$ cat src/rtl/fwvip_wb_monitor_pkg.sv
`default_nettype none
// +------------------------------------------------------------------------+
// | Package : fwvip_wb_monitor_pkg                                          |
// | Purpose : Record field offsets and width helpers for the Wishbone       |
// |           passive monitor.                                              |
// |           Record layout, MSB to LSB:                                    |
// |             adr | we | data | sel | err                                 |
// | Revision: 1.0 - initial release                                         |
// +------------------------------------------------------------------------+
package fwvip_wb_monitor_pkg;

  // Fixed low-order fields of a monitor record.
  localparam int ERR_LSB = 0;
  localparam int SEL_LSB = 1;

  // Byte-select width derived from the data width.
  function automatic int sel_width(input int data_w);
    return data_w / 8;
  endfunction

  // Total record width: adr + data + sel + we + err.
  function automatic int mon_width(input int addr_w, input int data_w);
    return addr_w + data_w + (data_w / 8) + 2;
  endfunction

  // Least significant bit of the data field.
  function automatic int data_lsb(input int data_w);
    return (data_w / 8) + 1;
  endfunction

  // Position of the write-enable bit.
  function automatic int we_bit(input int data_w);
    return data_w + (data_w / 8) + 1;
  endfunction

  // Least significant bit of the address field.
  function automatic int adr_lsb(input int data_w);
    return data_w + (data_w / 8) + 2;
  endfunction

endpackage
`default_nettype wire

$ cat src/rtl/fwvip_wb_monitor_fifo.sv
`default_nettype none
// +------------------------------------------------------------------------+
// | Module  : fwvip_wb_monitor_fifo                                         |
// | Purpose : Synchronous record FIFO with valid/ready output and a sticky  |
// |           overflow flag for pushes that find the buffer full.           |
// | Ports   : clock      - rising-edge clock                                |
// |           reset      - asynchronous active-low reset                    |
// |           push       - write request                                    |
// |           push_data  - record to store                                  |
// |           pop_data   - head record (zero when empty)                    |
// |           pop_valid  - buffer non-empty                                 |
// |           pop_ready  - consumer accepts head this edge                  |
// |           overflow   - sticky, set when a record is dropped             |
// | Revision: 1.0 - initial release                                         |
// +------------------------------------------------------------------------+
module fwvip_wb_monitor_fifo #(
  parameter int WIDTH = 8,
  parameter int DEPTH = 4
) (
  input  wire logic             clock,
  input  wire logic             reset,
  input  wire logic             push,
  input  wire logic [WIDTH-1:0] push_data,
  output logic      [WIDTH-1:0] pop_data,
  output logic                  pop_valid,
  input  wire logic             pop_ready,
  output logic                  overflow
);
  localparam int PTR_W = $clog2(DEPTH);

  logic [WIDTH-1:0] mem [DEPTH];
  // Pointers carry one extra wrap bit to tell full from empty.
  logic [PTR_W:0]   wr_ptr;
  logic [PTR_W:0]   rd_ptr;
  logic             empty;
  logic             full;
  logic             do_pop;
  logic             do_push;
  logic             drop;

  assign empty   = (wr_ptr == rd_ptr);
  assign full    = (wr_ptr[PTR_W] != rd_ptr[PTR_W]) &&
                   (wr_ptr[PTR_W-1:0] == rd_ptr[PTR_W-1:0]);
  assign do_pop  = pop_valid & pop_ready;
  // A same-edge pop frees the head slot, so a full buffer still accepts.
  assign do_push = push & (~full | do_pop);
  assign drop    = push & full & ~do_pop;

  assign pop_valid = ~empty;
  assign pop_data  = empty ? '0 : mem[rd_ptr[PTR_W-1:0]];

  always_ff @(posedge clock or negedge reset) begin
    if (!reset) begin
      wr_ptr   <= '0;
      rd_ptr   <= '0;
      overflow <= 1'b0;
    end else begin
      if (do_push) wr_ptr <= wr_ptr + 1'b1;
      if (do_pop)  rd_ptr <= rd_ptr + 1'b1;
      if (drop)    overflow <= 1'b1;
    end
  end

  // Storage needs no reset; the pointers alone define occupancy.
  always_ff @(posedge clock) begin
    if (do_push) mem[wr_ptr[PTR_W-1:0]] <= push_data;
  end

endmodule
`default_nettype wire

$ cat src/rtl/fwvip_wb_monitor_core.sv
`default_nettype none
// +------------------------------------------------------------------------+
// | Module  : fwvip_wb_monitor_core                                         |
// | Purpose : Passive Wishbone monitor. Every completed beat               |
// |           (cyc & stb & (ack | err)) becomes one record that is queued   |
// |           in a FIFO and offered on a valid/ready stream.                |
// | Ports   : clock, reset       - clock, async active-low reset            |
// |           i_adr .. i_err     - observed bus signals (inputs only)       |
// |           mon_dat/mon_valid  - record stream, head of FIFO              |
// |           mon_ready          - consumer ready                           |
// |           overflow           - sticky record-dropped flag               |
// | Revision: 1.0 - initial release                                         |
// +------------------------------------------------------------------------+
module fwvip_wb_monitor_core
  import fwvip_wb_monitor_pkg::*;
#(
  parameter  int ADDR_WIDTH = 32,
  parameter  int DATA_WIDTH = 32,
  localparam int SEL_WIDTH  = sel_width(DATA_WIDTH),
  parameter  int MON_WIDTH  = mon_width(ADDR_WIDTH, DATA_WIDTH),
  parameter  int FIFO_DEPTH = 4
) (
  input  wire logic                  clock,
  input  wire logic                  reset,
  input  wire logic [ADDR_WIDTH-1:0] i_adr,
  input  wire logic [DATA_WIDTH-1:0] i_dat_w,
  input  wire logic [DATA_WIDTH-1:0] i_dat_r,
  input  wire logic                  i_cyc,
  input  wire logic                  i_stb,
  input  wire logic                  i_we,
  input  wire logic [SEL_WIDTH-1:0]  i_sel,
  input  wire logic                  i_ack,
  input  wire logic                  i_err,
  output logic      [MON_WIDTH-1:0]  mon_dat,
  output logic                       mon_valid,
  input  wire logic                  mon_ready,
  output logic                       overflow
);
  localparam int ADR_LSB  = adr_lsb(DATA_WIDTH);
  localparam int WE_BIT   = we_bit(DATA_WIDTH);
  localparam int DATA_LSB = data_lsb(DATA_WIDTH);

  // Parameter sanity checks, resolved at elaboration.
  if (MON_WIDTH != mon_width(ADDR_WIDTH, DATA_WIDTH)) begin : g_bad_mon_width
    $error("MON_WIDTH must equal ADDR_WIDTH+DATA_WIDTH+SEL_WIDTH+2");
  end
  if ((DATA_WIDTH % 8) != 0) begin : g_bad_data_width
    $error("DATA_WIDTH must be a multiple of 8");
  end
  if ((FIFO_DEPTH < 2) || ((FIFO_DEPTH & (FIFO_DEPTH - 1)) != 0)) begin : g_bad_depth
    $error("FIFO_DEPTH must be a power of 2 and at least 2");
  end

  logic                 beat;
  logic [MON_WIDTH-1:0] record;

  // Idle bus activity (cyc or stb low) never qualifies as a beat.
  assign beat = i_cyc & i_stb & (i_ack | i_err);

  always_comb begin
    record                           = '0;
    record[ADR_LSB +: ADDR_WIDTH]    = i_adr;
    record[WE_BIT]                   = i_we;
    record[DATA_LSB +: DATA_WIDTH]   = i_we ? i_dat_w : i_dat_r;
    record[SEL_LSB +: SEL_WIDTH]     = i_sel;
    // err wins when ack and err are both asserted.
    record[ERR_LSB]                  = i_err;
  end

  fwvip_wb_monitor_fifo #(
    .WIDTH (MON_WIDTH),
    .DEPTH (FIFO_DEPTH)
  ) u_fifo (
    .clock     (clock),
    .reset     (reset),
    .push      (beat),
    .push_data (record),
    .pop_data  (mon_dat),
    .pop_valid (mon_valid),
    .pop_ready (mon_ready),
    .overflow  (overflow)
  );

endmodule
`default_nettype wire

$ cat config.mk
export PLATFORM = sky130hd
export DESIGN_NAME = fwvip_wb_monitor_core
export DESIGN_NICKNAME = d
export VERILOG_FILES = /design/src/rtl/fwvip_wb_monitor_pkg.sv /design/src/rtl/fwvip_wb_monitor_fifo.sv /design/src/rtl/fwvip_wb_monitor_core.sv
export SDC_FILE = /design/constraint.sdc
export NUM_CORES = 1
export LEC_CHECK = 0
export CAP_MARGIN = 5
export CORE_ASPECT_RATIO = 0.9
export CORE_MARGIN = 2
export CORE_UTILIZATION = 50
export CTS_BUF_LIST = sky130_fd_sc_hd__clkbuf_2 sky130_fd_sc_hd__clkbuf_4 sky130_fd_sc_hd__clkbuf_8
export DETAILED_ROUTE_END_ITERATION = 16
export DONT_BUFFER_PORTS = 1
export HOLD_SLACK_MARGIN = 0.15
export MAX_ROUTING_LAYER = met4
export PLACE_DENSITY = 0.79
export RECOVER_POWER = 25
export SYNTH_ARGS = -nofsm -noshare
export SYNTH_HDL_FRONTEND = slang
export SYNTH_HIERARCHICAL = 1
export SYNTH_SLANG_ARGS = --single-unit
$ cat constraint.sdc
create_clock -name clock -period 3.11 [get_ports clock]
set_input_delay 0.622 -clock clock [delete_from_list [all_inputs] [get_ports clock]]
set_output_delay 0.622 -clock clock [all_outputs]
set_load 0.02 [all_outputs]
==> results of run 1 <==
[logic make-up (layout without fill, tap and decap cells)]
logic type | count (synthesis) | count (layout) | share of synthesized area (%)
AOI/OAI and AO/OA | 7 | 7 | 0.520
xor gates and xnor gates | 7 | 7 | 0.596
adders and majority gates | 5 | 5 | 0.542
buffers and inverters | 31 | 104 | 1.65
DFF | 287 | 287 | 74.4
muxes | 104 | 104 | 18.0
and+or+nand+nor | 79 | 79 | 4.38
[routing by layer]
layer  global-route usage (%)  up-vias  part of all wire (%)
met3                     4.55       28                   8.1
li1                         -     2209                     -
met4                     4.47        0                   1.3
met1                     23.6     2672                    42
met2                     26.5      239                    48
met5                        -        -                     0
[path summary, 6_finish.rpt]
check	from	to	slack (ns)	depth (start not counted)
hold reg to reg	u_fifo/wr_ptr[0]	u_fifo/wr_ptr[0]	0.59	1
max in group asynchronous	reset	u_fifo/rd_ptr[1]	2.36	1
setup reg to reg	u_fifo/rd_ptr[0]	u_fifo/mem[1][23]	0.47	3
hold / removal	i_sel[3]	u_fifo/mem[1][4]	0.19	0
min in group asynchronous	reset	u_fifo/rd_ptr[0]	0.44	1
setup / recovery	u_fifo/rd_ptr[0]	mon_dat[35]	0.20	4
[repair_timing]
| action | in CTS | in global routing |
|---|---|---|
| setup buffers | 0 | 0 |
| hold buffers | 7 | 4 |
| endpoints found under the setup margin | 0 | 7 |
| endpoints found under the hold margin | 22 | 8 |
| resized for setup | 0 | 1 |
[synth_stat cells (2+ instances only)]
library cell and number:
nor2b_1 70, xor2_1 2, buf_2 8, edfxtp_1 280, inv_1 4, mux2_4 30, buf_12 3, xnor2_1 4
clkbuf_1 14, dfrtp_1 7, ha_1 5, mux4_2 70, and3_1 4, buf_6 2, mux2_2 4
[final cells by class]
type	count	share of cell area [%]
Tap cell	297	2.89
Sequential cell	287	66.8
Inverter	4	0.117
Clock inverter	16	0.788
Multi-Input combinational cell	202	21.5
Timing Repair Buffer	22	1.99
Clock buffer	62	5.91
[power breakdown]
group	switching [mW]	internal (mW)
clock	1.35	1.66
combinational	2.72	1.57
sequential	0.145	4.67
[flip-flops by register name (all words and copies together), names as in the netlist]
register	count
u_fifo/mem	280
u_fifo/overflow	1
u_fifo/rd_ptr	3
u_fifo/wr_ptr	3
[cells in the final DEF (no fill, tap or decap), types with 7 or more instances in the layout]
cell type / count
buf_4: 7
clkbuf_4: 15
mux4_2: 70
mux2_1: 9
edfxtp_1: 280
mux2_4: 21
clkbuf_8: 47
dlygate4sd3_1: 11
nor2b_1: 70
clkinv_1: 8
[metrics by stage]
stage | worst slack (ns) | hold slack [ns] | utilization [%]
floorplan | 0.702 | 0.326 | -
global placement | 0.633 | 0.327 | 52.6
detailed placement | 0.532 | 0.327 | 52.6
CTS | 0.0218 | 0.151 | 56.8
global route | 0.000330 | 0.150 | 56.9
finish | 0.201 | 0.186 | 56.9
==> metrics.md, run 1 <==
| Metric | Value |
|---|---|
| Ys Warns | 6 |
| Largest net degree at the start of global routing | 73 |
| #FFs+latches synth | between 200 and 300 |
| Row count | 52 |
| Final hold viol count | 0 |
| EDFF count, synth | 280 |
| First-pass DRT Iterations | 4 |
| Clk_lat worst skew | between 0.5 and 0.6 ns |
| Setup CP Type | reg -> out |
| Layout Cells excl Fill | 890 |
| CP Data Arrival Time | approximately 2.3 ns |
| Power Dens Cells | approximately 940 nW/um^2 |
| Ant. Diodes | 0 |
| Cts bufs inserted | between 40 and 50 |
| Cells after Synth | 520 |
| Initial antenna violation count | 0 |
| Max-slew headroom | 23.9% |
| FMAX | ~340 MHz |
| Clock-pin slew on the worst setup and hold paths | approximately 0.06 ns |
| Status | complete, no violations |
| Fraction of layout cells with a size suffix above 1 | between 30% and 40% |
| Worst-path fanout max | slightly above 70 |
| Vias in the first global route | 5546 |
| Unrepaired setup endpoints after global routing | false |
| DR DRC count | 0 |
| ANT nets after route | 0 |
| Post-synth top area share | between 70% and 80% |
| Die Y | around 150 um |
| Slowest stage delay, CP | roughly 0.52 ns |
| Worst path slowest cell | dfrtp_4 |
| TritonCTS Sinks | 287 |
| Final worst path period need | about 2.9 ns |
| Final setup fails | 0 |
| Die area | between 20000 and 25000 sq um |
| Wirelength per Cell | approximately 23 um |
| Worst slew pin tran | roughly 1.1 ns |
| Via Count | roughly 5100 |
| Max Cap Viol | 0 |
| Asr flop ratio synth | 2.44% |
| Setup crit end kind | output pin |
| Fin Setup TNS | 0 ns |
| Class of the worst hold path | in -> reg |
| Top FF cell, synth | edfxtp_1 |
| Routability cong. | between 0.7 and 0.8 |
| Unique cell type count in the Yosys netlist | 28 |
| DP Cell Count | 800 |
| Synth area leader | edfxtp_1 |
| Register area share after synthesis | between 70% and 80% |
| Clk buf depth | 3 |
| Required @ worst endpoint | ~2.5 ns |
| DR iter-0 viols | ~410 |
| Gr usage total | 17.4% |
| Syn nets | around 630 |
| First-pass GRT wire length | 31.0 mm |
| Placed Area | roughly 12000 sq um |
| Fill cell count | 1625 |
| Startpoint types | flop |
| Die W | roughly 160 um |
| Gr ovfl total | 0 |
| Register area | about 8600 sq um |
| Via/cell ratio | 5.78 |
| Fin. max-slew vios | 0 |
| Synthesized cell area | between 10000 and 15000 sq um |
| Leakage power | 4.18 nW |
| Htree depth | 2 |
| CP cell instances | xor2_1 -> nor3_4 -> buf_12 -> nor2b_1 |
| Multi-input gate area | approximately 2800 sq um |
| Final net count | roughly 680 |
| Final WL | 20.6 mm |
| Layout area overhead | 11.4% |
| Largest cells by area after synthesis | edfxtp_1 (73%), mux4_2 (14%), mux2_4 (3.9%) |
| DP HPWL | 11.3 mm |
| CTS tree | yes |
| CP delay by family, top | simple AND/OR/NAND/NOR gates |
| # IOs | between 150 and 200 |
| IO buf count | 0 |
| Worst Clk Skew | between 0.015 and 0.02 ns |
| Fin crit share | slightly above 90% |
| Tot Pwr | 12.1 mW |
| Clk Tree Root Cell | clkbuf_8 |
| Starting Density | between 50 and 60% |
| WP buf/inv | 1 |
| Finished Cell Area | 12900 sq um |
| Core area | 22600 sq um |
| Syn Area/Cell | roughly 22 sq um |
| Max VDD drop | between 0.0005 and 0.0006 V |
No activity file was read; power rests on OpenSTA's default activity.
==> run 2: changes to the inputs <==
--- a/config.mk
+++ b/config.mk
@@ -8,15 +8,17 @@
 export CAP_MARGIN = 5
 export CORE_ASPECT_RATIO = 0.9
 export CORE_MARGIN = 2
-export CORE_UTILIZATION = 50
+export CORE_UTILIZATION = 41
 export CTS_BUF_LIST = sky130_fd_sc_hd__clkbuf_2 sky130_fd_sc_hd__clkbuf_4 sky130_fd_sc_hd__clkbuf_8
+export CTS_CLUSTER_DIAMETER = 60
 export DETAILED_ROUTE_END_ITERATION = 16
 export DONT_BUFFER_PORTS = 1
 export HOLD_SLACK_MARGIN = 0.15
 export MAX_ROUTING_LAYER = met4
-export PLACE_DENSITY = 0.79
+export PLACE_DENSITY = 0.68
 export RECOVER_POWER = 25
 export SYNTH_ARGS = -nofsm -noshare
 export SYNTH_HDL_FRONTEND = slang
 export SYNTH_HIERARCHICAL = 1
 export SYNTH_SLANG_ARGS = --single-unit
+export TNS_END_PERCENT = 20
==> run 2 against run 1 <==
Compared with the run above: clock skew down 0.0078 ns; critical endpoint is now mon_dat[24]; clock power down 4%; critical path type unchanged; sequential power about the same; maximum frequency up 0.22%; sequential share of layout area down 1.3 points; core utilization down 9.7 points; non-clock buffer count up 32.
==> metrics.md, run 2 (synthesized netlist as in run 1, its figures left out) <==
| Metric | Value |
|---|---|
| # IOs | 180 |
| Gr usage total | between 10% and 20% |
| Initial antenna violation count | 1 |
| Final WL | 21.3 mm |
| Via Count | ~5200 |
| Finished Cell Area | ~13000 sq um |
| Slowest stage delay, CP | between 0.5 and 0.6 ns |
| Comb power frac | a little over a third |
| Most frequent cells in the layout | edfxtp_1 (280), mux4_2 (70), nor2b_1 (70) |
| Final worst path period need | slightly below 3 ns |
| Setup crit end kind | output pin |
| CP delay by family, top | flip-flops |
| Htree depth | 2 |
| FMAX | between 300 and 400 MHz |
| Fraction of layout cells with a size suffix above 1 | 25.8% |
| Clk Tree Root Cell | clkbuf_8 |
| Routed wl met2 | between 10 and 15 mm |
| Place WS | a little under 0.5 ns |
| Gr ovfl total | 0 |
| WP buf/inv | 1 |
| Power Dens Cells | about 920 nW/um^2 |
| TritonCTS Sinks | around 290 |
| Clock share of power | between 20% and 30% |
| Commonest non-fill, non-tap cell in the layout | edfxtp_1 |
| WL met1 | roughly 8.9 mm |
| Layout area overhead | 13.6% |
| Cts bufs inserted | 46 |
| DR WL met3 | roughly 1.2 mm |
| ANT nets after route | 0 |
| Worst slew pin tran | between 1 and 1.5 ns |
| Class of the worst hold path | in -> reg |
| Psw | approximately 4.2 mW |
| Final net count | around 710 |
| First-pass GRT wire length | roughly 32 mm |
| CTS tree | yes |
| Max-slew headroom | a little under a quarter |
| Fill cell count | 2256 |
| Worst path slowest cell | dfrtp_4 |
| Wirelength per Cell | 21.7 um |
| Setup CP Type | reg -> out |
| Die area | 29500 sq um |
| Final hold viol count | 0 |
| Leakage power | around 4.2 nW |
| DR DRC count | 0 |
| Starting Density | between 40 and 50% |
| Max FFs per register | 280 |
| Worst-path fanout max | between 40 and 50 |
| Vias in the first global route | a little under 6000 |
| Routability cong. | ~0.70 |
| Max VDD drop | 0.000434 V |
| Core area | roughly 28000 sq um |
| Max Cap Viol | 0 |
| Die Y | around 160 um |
| Row count | 58 |
| Placed Area | between 10000 and 15000 sq um |
| Final setup fails | 0 |
| DP HPWL | about 12 mm |
| Sequential power share | a little under 40% |
| CP cell instances | xor2_1 -> nor3_4 -> buf_12 -> nor2b_1 |
| Required @ worst endpoint | around 2.5 ns |
| CP Data Arrival Time | approximately 2.3 ns |
| Largest net degree at the start of global routing | 73 |
| Status | complete, no violations |
| DR iter-0 viols | approximately 250 |
| First-pass DRT Iterations | 4 |
| Startpoint types | flop |
| Unrepaired setup endpoints after global routing | false |
| Via/cell ratio | 5.33 |
| DR top layer | met4 |
| Clock-pin slew on the worst setup and hold paths | ~0.060 ns |
| Power Internal | a little under 8 mW |
| Clk_lat worst skew | ~0.54 ns |
| Clk buf depth | 3 |
| Final setup margin | between 0.2 and 0.25 ns |
| Worst Clk Skew | just over 0.009 ns |
| Fin. max-slew vios | 0 |
| IO buf count | 0 |
| Die W | about 180 um |
| Fin crit share | between 90 and 100% |
| Post-CTS Setup Repair Bufs | 0 |
| Switching share of power | 35.0% |
## run 2: changes by cell type in the layout (fill, tap and decap cells not counted), moves of 2 or more
cell / previous run / this run
mux2_1: 9 / 32
mux2_4: 21 / 0
dlygate4sd3_1: 11 / 39
clkbuf_4: 15 / 11
buf_4: 7 / 11
mux2_2: 4 / 2
clkbuf_8: 47 / 49
## run 2: layout make-up
| cell class | instances | area, sq um | area share [%] |
|---|---|---|---|
| antenna | 1 | 2.50 | 0.0191 |
| timing repair buffer | 54 | 566 | 4.31 |
| inverter | 4 | 15.0 | 0.114 |
| clock buffer | 60 | 757 | 5.77 |
| sequential | 287 | 8590 | 65.5 |
| multi-input combinational | 202 | 2680 | 20.5 |
| tap | 360 | 450 | 3.43 |
| clock inverter | 13 | 53.8 | 0.410 |
## run 2: path summary, 6_finish.rpt
| check | from | endpoint | slack (ns) | depth (start not counted) |
|---|---|---|---|---|
| min in group asynchronous | reset | u_fifo/rd_ptr[1] | 0.43 | 1 |
| max in group asynchronous | reset | u_fifo/rd_ptr[0] | 2.37 | 1 |
| max | u_fifo/rd_ptr[0] | mon_dat[24] | 0.21 | 4 |
| min | mon_ready | u_fifo/rd_ptr[0] | 0.29 | 2 |
| max reg2reg | u_fifo/rd_ptr[0] | u_fifo/mem[2][32] | 0.46 | 3 |
| min reg2reg | u_fifo/rd_ptr[2] | u_fifo/rd_ptr[2] | 0.55 | 1 |
## run 2: power groups by stage
stage,Sequential [mW],Combinational (mW),Clock (mW)
3_5_place_dp,4.89,4.37,0
6_report,4.81,4.38,2.89
3_3_place_gp,4.86,4.30,0
5_1_grt,4.85,4.69,3.17
4_1_cts,4.81,4.46,3.00
2_1_floorplan,4.83,3.49,0
## run 2: worst register-to-register path: cells and delay by family, from the launching register on
family / cells / cell delay, ns
flops: 1 / 0.52
xor+xnor: 1 / 0.48
simple gates: 2 / 1.19
## run 2: layer usage
metal,GRT usage (%),up-vias
li1,-,2272
met1,17.8,2722
met2,24.6,187
met3,3.28,52
met4,5.17,0
met5,-,-
## run 2: repair_timing
item | 4_1_cts | 5_1_grt
endpoints found under the hold margin | 159 | 0
hold buffers | 39 | 0
gates resized for setup | 1 | 0
setup endpoints to repair | 2 | 6
cloned | 0 | 1
## run 2: metrics by stage
| stage | cells | utilization [%] | total power [mW] | hold slack (ns) | TNS, ns |
|---|---|---|---|---|---|
| floorplan | 520 | - | 8.32 | 0.326 | -14.60 |
| global placement | 867 | 43.2 | 9.17 | 0.328 | 0 |
| detailed placement | 867 | 43.2 | 9.26 | 0.327 | 0 |
| CTS | 979 | 47.5 | 12.3 | 0.251 | 0 |
| global route | 981 | 47.2 | 12.7 | 0.287 | 0 |
| finish | 981 | 47.2 | 12.1 | 0.292 | 0 |
